`src/rtl/axi_bresp_queue.sv`:
```
// AXI B-channel response queue: buffers {bid,bresp} pairs in push order and owns the
// bvalid/bready handshake, with a registered head copy and per-ID pending tracking.
module axi_bresp_queue #(
    parameter int  ID_W  = 2,
    parameter int  DEPTH = 8,
    localparam int CNT_W = $clog2(DEPTH + 1)
) (
    input  logic                 clk,
    input  logic                 rst,
    input  logic                 push_valid,
    output logic                 push_ready,
    input  logic [ID_W-1:0]      push_id,
    input  logic [1:0]           push_resp,
    output logic                 bvalid,
    input  logic                 bready,
    output logic [ID_W-1:0]      bid,
    output logic [1:0]           bresp,
    output logic [CNT_W-1:0]     count,
    output logic                 full,
    output logic                 empty,
    output logic [2**ID_W-1:0]   id_pending,
    output logic                 overflow
);

    localparam int AW  = $clog2(DEPTH);
    localparam int PW  = AW + 1;
    localparam int NID = 2**ID_W;
    localparam int EW  = ID_W + 2;

    logic [EW-1:0]    mem_q [DEPTH];
    logic [PW-1:0]    wr_ptr_q, wr_ptr_d;
    logic [PW-1:0]    rd_ptr_q, rd_ptr_d;
    logic [PW-1:0]    ptr_diff_s;
    logic [CNT_W-1:0] count_q, count_d;
    logic             full_q, full_d;
    logic             empty_q, empty_d;
    logic             bvalid_q, bvalid_d;
    logic [ID_W-1:0]  bid_q, bid_d;
    logic [1:0]       bresp_q, bresp_d;
    logic             overflow_q, overflow_d;
    logic [CNT_W-1:0] id_cnt_q [NID];
    logic [CNT_W-1:0] id_cnt_d [NID];
    logic [NID-1:0]   id_pending_q, id_pending_d;
    logic [EW-1:0]    head_entry_s;
    logic             push_s;
    logic             pop_s;

    // Next-state for pointers, occupancy, head copy, per-ID counters and sticky overflow.
    always_comb begin
        push_s       = push_valid && !full_q;
        pop_s        = bvalid_q && bready;
        wr_ptr_d     = wr_ptr_q + (push_s ? PW'(1) : PW'(0));
        rd_ptr_d     = rd_ptr_q + (pop_s ? PW'(1) : PW'(0));
        ptr_diff_s   = wr_ptr_d - rd_ptr_d;
        count_d      = CNT_W'(ptr_diff_s);
        empty_d      = (wr_ptr_d == rd_ptr_d);
        full_d       = (wr_ptr_d[AW] != rd_ptr_d[AW]) &&
                       (wr_ptr_d[AW-1:0] == rd_ptr_d[AW-1:0]);
        bvalid_d     = !empty_d;
        overflow_d   = overflow_q || (push_valid && full_q);
        head_entry_s = mem_q[rd_ptr_d[AW-1:0]];

        // The new head is the entry being written this cycle when the queue drains to it.
        if (empty_d) begin
            bid_d   = bid_q;
            bresp_d = bresp_q;
        end else if (rd_ptr_d == wr_ptr_q) begin
            bid_d   = push_id;
            bresp_d = push_resp;
        end else begin
            bid_d   = head_entry_s[EW-1:2];
            bresp_d = head_entry_s[1:0];
        end

        for (int i = 0; i < NID; i++) begin
            id_cnt_d[i] = id_cnt_q[i];
            if (push_s && (push_id == ID_W'(i))) begin
                id_cnt_d[i] = id_cnt_d[i] + CNT_W'(1);
            end else begin
                id_cnt_d[i] = id_cnt_d[i];
            end
            if (pop_s && (bid_q == ID_W'(i))) begin
                id_cnt_d[i] = id_cnt_d[i] - CNT_W'(1);
            end else begin
                id_cnt_d[i] = id_cnt_d[i];
            end
            id_pending_d[i] = (id_cnt_d[i] != CNT_W'(0));
        end
    end

    // Control and output registers, cleared by synchronous reset.
    always_ff @(posedge clk) begin
        if (rst) begin
            wr_ptr_q     <= PW'(0);
            rd_ptr_q     <= PW'(0);
            count_q      <= CNT_W'(0);
            full_q       <= 1'b0;
            empty_q      <= 1'b1;
            bvalid_q     <= 1'b0;
            bid_q        <= ID_W'(0);
            bresp_q      <= 2'b00;
            overflow_q   <= 1'b0;
            id_pending_q <= NID'(0);
            for (int i = 0; i < NID; i++) begin
                id_cnt_q[i] <= CNT_W'(0);
            end
        end else begin
            wr_ptr_q     <= wr_ptr_d;
            rd_ptr_q     <= rd_ptr_d;
            count_q      <= count_d;
            full_q       <= full_d;
            empty_q      <= empty_d;
            bvalid_q     <= bvalid_d;
            bid_q        <= bid_d;
            bresp_q      <= bresp_d;
            overflow_q   <= overflow_d;
            id_pending_q <= id_pending_d;
            for (int i = 0; i < NID; i++) begin
                id_cnt_q[i] <= id_cnt_d[i];
            end
        end
    end

    // Response storage; contents are deliberately not reset.
    always_ff @(posedge clk) begin
        if (push_s && !rst) begin
            mem_q[wr_ptr_q[AW-1:0]] <= {push_id, push_resp};
        end
    end

    assign push_ready = !full_q;
    assign bvalid     = bvalid_q;
    assign bid        = bid_q;
    assign bresp      = bresp_q;
    assign count      = count_q;
    assign full       = full_q;
    assign empty      = empty_q;
    assign id_pending = id_pending_q;
    assign overflow   = overflow_q;

endmodule

```
`config.mk`:
```
export PLATFORM = sky130hd
export DESIGN_NAME = axi_bresp_queue
export DESIGN_NICKNAME = d
export VERILOG_FILES = /design/src/rtl/axi_bresp_queue.sv
export SDC_FILE = /design/constraint.sdc
export NUM_CORES = 1
export LEC_CHECK = 0
export BUFFER_PORTS_ARGS = -buffer_cell sky130_fd_sc_hd__buf_2
export CORE_UTILIZATION = 64
export CTS_CLUSTER_DIAMETER = 60
export DETAILED_ROUTE_END_ITERATION = 8
export MAX_ROUTING_LAYER = met4
export PLACE_DENSITY = 0.84
export REMOVE_ABC_BUFFERS = 1
export SLEW_MARGIN = 20
export SYNTH_ARGS = -nofsm -noshare
export SYNTH_HDL_FRONTEND = slang
export SYNTH_SLANG_ARGS = --single-unit
```
`constraint.sdc`:
```
create_clock -name clk -period 4.15 [get_ports clk]
set_input_delay 0.415 -clock clk [delete_from_list [all_inputs] [get_ports clk]]
set_output_delay 0.415 -clock clk [all_outputs]
set_load 0.005 [all_outputs]
```
# ---- Word level (Yosys, flattened, before mapping)
# Memories as Yosys holds them, arrays and structs flattened.
# Index checks and enable logic that the tools add are counted.
dict set report classes {
  add_sub_neg 11
  n_eq_ne 10
  mux 21
  bitwise 4
  n_reduce_logical 23
}
# operator count
set op_table {}
lappend op_table {{$mux W4} 12}
lappend op_table {{$add A4 B1 Y4 const B} 4}
lappend op_table {{$reduce_bool A4 Y1} 4}
lappend op_table {{$sub A4 B1 Y4 const B} 4}
lappend op_table {{$logic_and A1 B1 Y1} 13}
lappend op_table {{$add A4 B1 Y4} 2}
lappend op_table {{$eq A2 B2 Y1 const B} 4}
lappend op_table {{$eq A4 B4 Y1} 2}
lappend op_table {{$mux W1} 7}
lappend op_table {{$eq A2 B1 Y1 const B} 2}
lappend op_table {{$logic_not A2 Y1} 2}
lappend op_table {{$mux W2} 2}
lappend op_table {{$or A1 B1 Y1} 4}
lappend op_table {{$sub A4 B4 Y4} 1}
lappend op_table {{$eq A3 B3 Y1} 1}
lappend op_table {{$logic_not A1 Y1} 3}
lappend op_table {{$logic_or A1 B1 Y1} 1}
lappend op_table {{$ne A1 B1 Y1} 1}
dict set report totals {
  reg_bits 24
  ramBits 48
  input_bits 8
  output_inout_bits 17
  wordCells 81
  memories 2
}
# name words word_bits rd rd_ports_with_merged_regs write_ports line
set memory_table {}
lappend memory_table {mem_q 8 4 1 0 1 30} ;# logic [EW-1:0] mem_q [DEPTH];
lappend memory_table {id_cnt_q 4 4 4 0 4 41} ;# logic [CNT_W-1:0] id_cnt_q [NID];

# ---- Logic depth before layout (Yosys ltp)
dict set report logic_depth {
  word_depth 7
  mapped_depth 11
  depth_no_buf 9
}

# ---- Least setup slack after synthesis
# Ideal clock, no wire load.
dict set report synth_path {
  kind {input to register}
  from {input bready}
  to {register bid_q[0] (netlist: bid[0])}
  t_arrival_ns 2.254
  t_required_ns 4.026
  path_slack_ns 1.772
  path_stages 9
  path_buffers 0
  path_cell_list {and2_1 ha_1 ha_1 xor2_1 inv_1 ha_1 and3_1 a22oi_1 a21oi_1}
}
dict set report synth_between {
  elab_chain_len 5
  elab_cells_between_ends 7
  classes_between {add/sub: 1; eq/ne: 2; mux: 2; reduce/logical: 1; memory: 1}
}
# element line
set synth_lines {}
lappend synth_lines {{from (decl)} 15} ;# input logic bready,
lappend synth_lines {{$logic_and A1 B1 Y1 *} 51} ;# pop_s = bvalid_q && bready;
lappend synth_lines {{$mux W1 *} 53} ;# rd_ptr_d = rd_ptr_q + (pop_s ? PW'(1) : PW'(0));
lappend synth_lines {{$add A4 B1 Y4 *} 53}
lappend synth_lines {{$mem_v2 Z8 W4 or $eq A4 B4 Y1 (tied branches)} n/a}
lappend synth_lines {{$mux W2} 67} ;# end else if (rd_ptr_d == wr_ptr_q) begin
lappend synth_lines {{to (signal assigned)} 114} ;# bid_q <= bid_d;
lappend synth_lines {{to (decl)} 38} ;# logic [ID_W-1:0] bid_q, bid_d;
# Mark *: on every way between the ends. The rest lies on a longest branch, timed or not.
# A chain may end at the register's enable or synchronous reset.

# ---- Worst setup path in the final report
dict set report layout_path {
  from {register bvalid_q (netlist: bvalid)}
  to {register count_q[3] (netlist: count[3])}
}
dict set report layout_between {
  elab_chain_len 4
}
# element line
set layout_lines {}
lappend layout_lines {{from (decl)} 37} ;# logic bvalid_q, bvalid_d;
lappend layout_lines {{from (signal assigned)} 113} ;# bvalid_q <= bvalid_d;
lappend layout_lines {{$logic_and A1 B1 Y1} 51}
lappend layout_lines {{$mux W1} 53}
lappend layout_lines {{$add A4 B1 Y4} 53}
lappend layout_lines {{via rd_ptr_d[1]} 32} ;# logic [PW-1:0] rd_ptr_q, rd_ptr_d;
lappend layout_lines {{$sub A4 B4 Y4} 54} ;# ptr_diff_s = wr_ptr_d - rd_ptr_d;
lappend layout_lines {{to (signal assigned)} 110} ;# count_q <= count_d;
lappend layout_lines {{to (decl)} 34} ;# logic [CNT_W-1:0] count_q, count_d;
# The timed path passes the listed nets, and every way through them passes these cells.

==> out/results.ini <==
[worst_setup_path]
crit_required_ns = 4.36
setup.worst_path.start_class = flip-flop
r2r_cells = 9
criticalPathCategory = flip-flop to flip-flop
end_kind = flip-flop
arrival_ns = 2.99
path_max_fanout = 14

[clocking]
cts_buffer_depth = 2
h-tree-depth = 3
clockRootBuffer = clkbuf_8
path_clk_slew_ns = 0.08
clock_latency_ns = 0.34
cts_inserted_buffers = 9
postCtsSetupBuffers = 0
cts_tree = built
postCtsHoldBufs = 0
clock_sinks = 72
cts_resized = 0

[pwr]
power_density_nw_per_um2 = 478
leakage_uw = 0.00156
finalPower_uw = 1870
vdd.ir_drop.worst_mv = 0.285

[synthesis]
seq_area_frac_synth = 0.497
ys_top_cells_by_area = edfxtp_1, dfxtp_1, ha_1
synth_common_cells = dfxtp_1, nor2_1, edfxtp_1, xor2_1, ha_1
syn-instance-count = 304
synth_area_um2 = 3550
synthArstFlopShare = 0
yosysWarningCount = 0
synth_most_common_cell = dfxtp_1
ys.flop_type = dfxtp_1
syn_area_per_cell_um2 = 11.7
synth_largest_area_cell = edfxtp_1
synth_edf_count = 32
synth_top_area_share = 0.271
ys_ff_latch = 72
synth.distinct_cells = 59

[drt]
drt.antenna.violating_nets = 0
drt-total-wl_um = 6720
drtIter0Drc = 213
vias = 2374
drc_errors = 0
wl_per_cell_um = 16.6
drtPass1Iterations = 4
vias_per_cell = 5.88

[final_layout]
n_antenna_cell = 0
areaGrowthSynthToFinish_pct = 10.4
final_core_utilization = 0.752
fin_nets = 353
multiInputGateArea_um2 = 1670
drive_gt1_frac = 0.171
ff_latch_area_um2 = 1760
n_fill_cell = 350

[floorplanning]
rows = 26
die_y_um = 76.4
dieArea_um2 = 5840
io_pins = 25
die_w_um = 76.4
core-area_um2 = 5200
start_util = 0.681

[sta]
final_max_slew_viol_count = 0
grt_setup_unrepaired = false
tightest_slew_ns = 0.713
setup_violations = 0
fin_crit_sh = 0.668
fin_ws_ns = 1.38
fin_skew_ns = 0.00637
max_slew_margin = 0.525
fin_setup_tns_ns = 0
holdWs_ns = 0.383
final-hold-violation-count = 0
fin_crit_ns = 2.77
fmax_ghz = 0.361

[status]
run_status = complete, no violations

[grt]
grt_pass1_vias = 2280
overflow = 0
grt_usage = 0.261
grt_pass1_wl_um = 11200
antenna_found_initial = 0
grt_max_degree = 38

[min_path]
hold_depth = 3
hold_path.class = input pin to flip-flop

[place]
place.gp.congestion = 0.945
dp_slack_ns = 1.22
port_buffers = 24
hpwlAfterDp_um = 4710

[flow_run]
drv_cap = 0

## report_power, final
group,internal [uW],switching (uW)
Combinational,197,221
Sequential,808,54.4
Clock,333,257
## metrics by stage
step / cells / cell area, um^2
3_3_place_gp: 388 / 3700
6_report: 404 / 3910
4_1_cts: 404 / 3910
2_1_floorplan: 293 / 3490
3_5_place_dp: 388 / 3700
5_1_grt: 404 / 3910
## path summary, 6_finish.rpt
kind	to	startpoint	slack, ns
setup / recovery	count[3]	bvalid	1.38
hold / removal	overflow	push_valid	0.38
setup reg to reg	count[3]	bvalid	1.38
hold reg to reg	bresp[0]	bresp[0]	0.49
## area by class of cell
type | instances | area share
Sequential cell | 72 | 0.450
Multi-Input combinational cell | 207 | 0.428
Timing Repair Buffer | 25 | 0.0326
Clock buffer | 9 | 0.0316
Tap cell | 70 | 0.0224
Clock inverter | 7 | 0.0221
Inverter | 14 | 0.0134
## logic make-up after synthesis
family / count (synthesis) / synth area share
adder cells (fa/ha/maj): 16 / 0.0586
XOR/XNOR: 33 / 0.0914
multiplexers: 21 / 0.0854
AO/OA/AOI/OAI: 38 / 0.0804
flip-flops: 72 / 0.497
AND/OR/NAND/NOR: 99 / 0.156
buffers and inverters: 25 / 0.0311
## sequential cells by signal, summed over array words and instances (netlist names)
register and flops:
count 4, id_cnt_q 16, bresp 2, rd_ptr_q 4, overflow 1, full 1, bid 2, wr_ptr_q 4
id_pending 4, bvalid 1, empty 1, mem_q 32
## worst max-delay path, cell delays in order (launching register included)
cell and delay, ns:
dfxtp_1 0.34, and2_1 0.20, ha_1 0.21, ha_1 0.76
inv_1 0.22, ha_1 0.38, a21o_1 0.19, a21oi_1 0.17
xnor2_1 0.13, nor2_1 0.05
## metal layers
| metal | vias up | global-route usage | routed length [um] |
|---|---|---|---|
| li1 | 1159 | - | - |
| met1 | 1147 | 0.360 | 3190 |
| met2 | 64 | 0.384 | 3150 |
| met3 | 4 | 0.0359 | 328 |
| met4 | 0 | 0.125 | 47 |
| met5 | - | - | 0 |
## layout by cell type (no fill, tap or decap), types with 5 or more instances in the layout
cell type	Yosys	final
dfxtp_1	40	40
nor2_1	33	33
edfxtp_1	32	32
buf_2	4	24
xor2_1	16	16
ha_1	15	15
xnor2_1	14	14
inv_1	13	13
mux2i_1	13	13
nand3_1	10	10
nand2_1	9	9
a21oi_1	9	9
clkbuf_8	0	9
nor3_1	7	7
and3_1	7	7
mux4_2	6	6
nand2b_1	5	5
nand4_1	5	5
No activity file was read; power rests on OpenSTA's default activity.
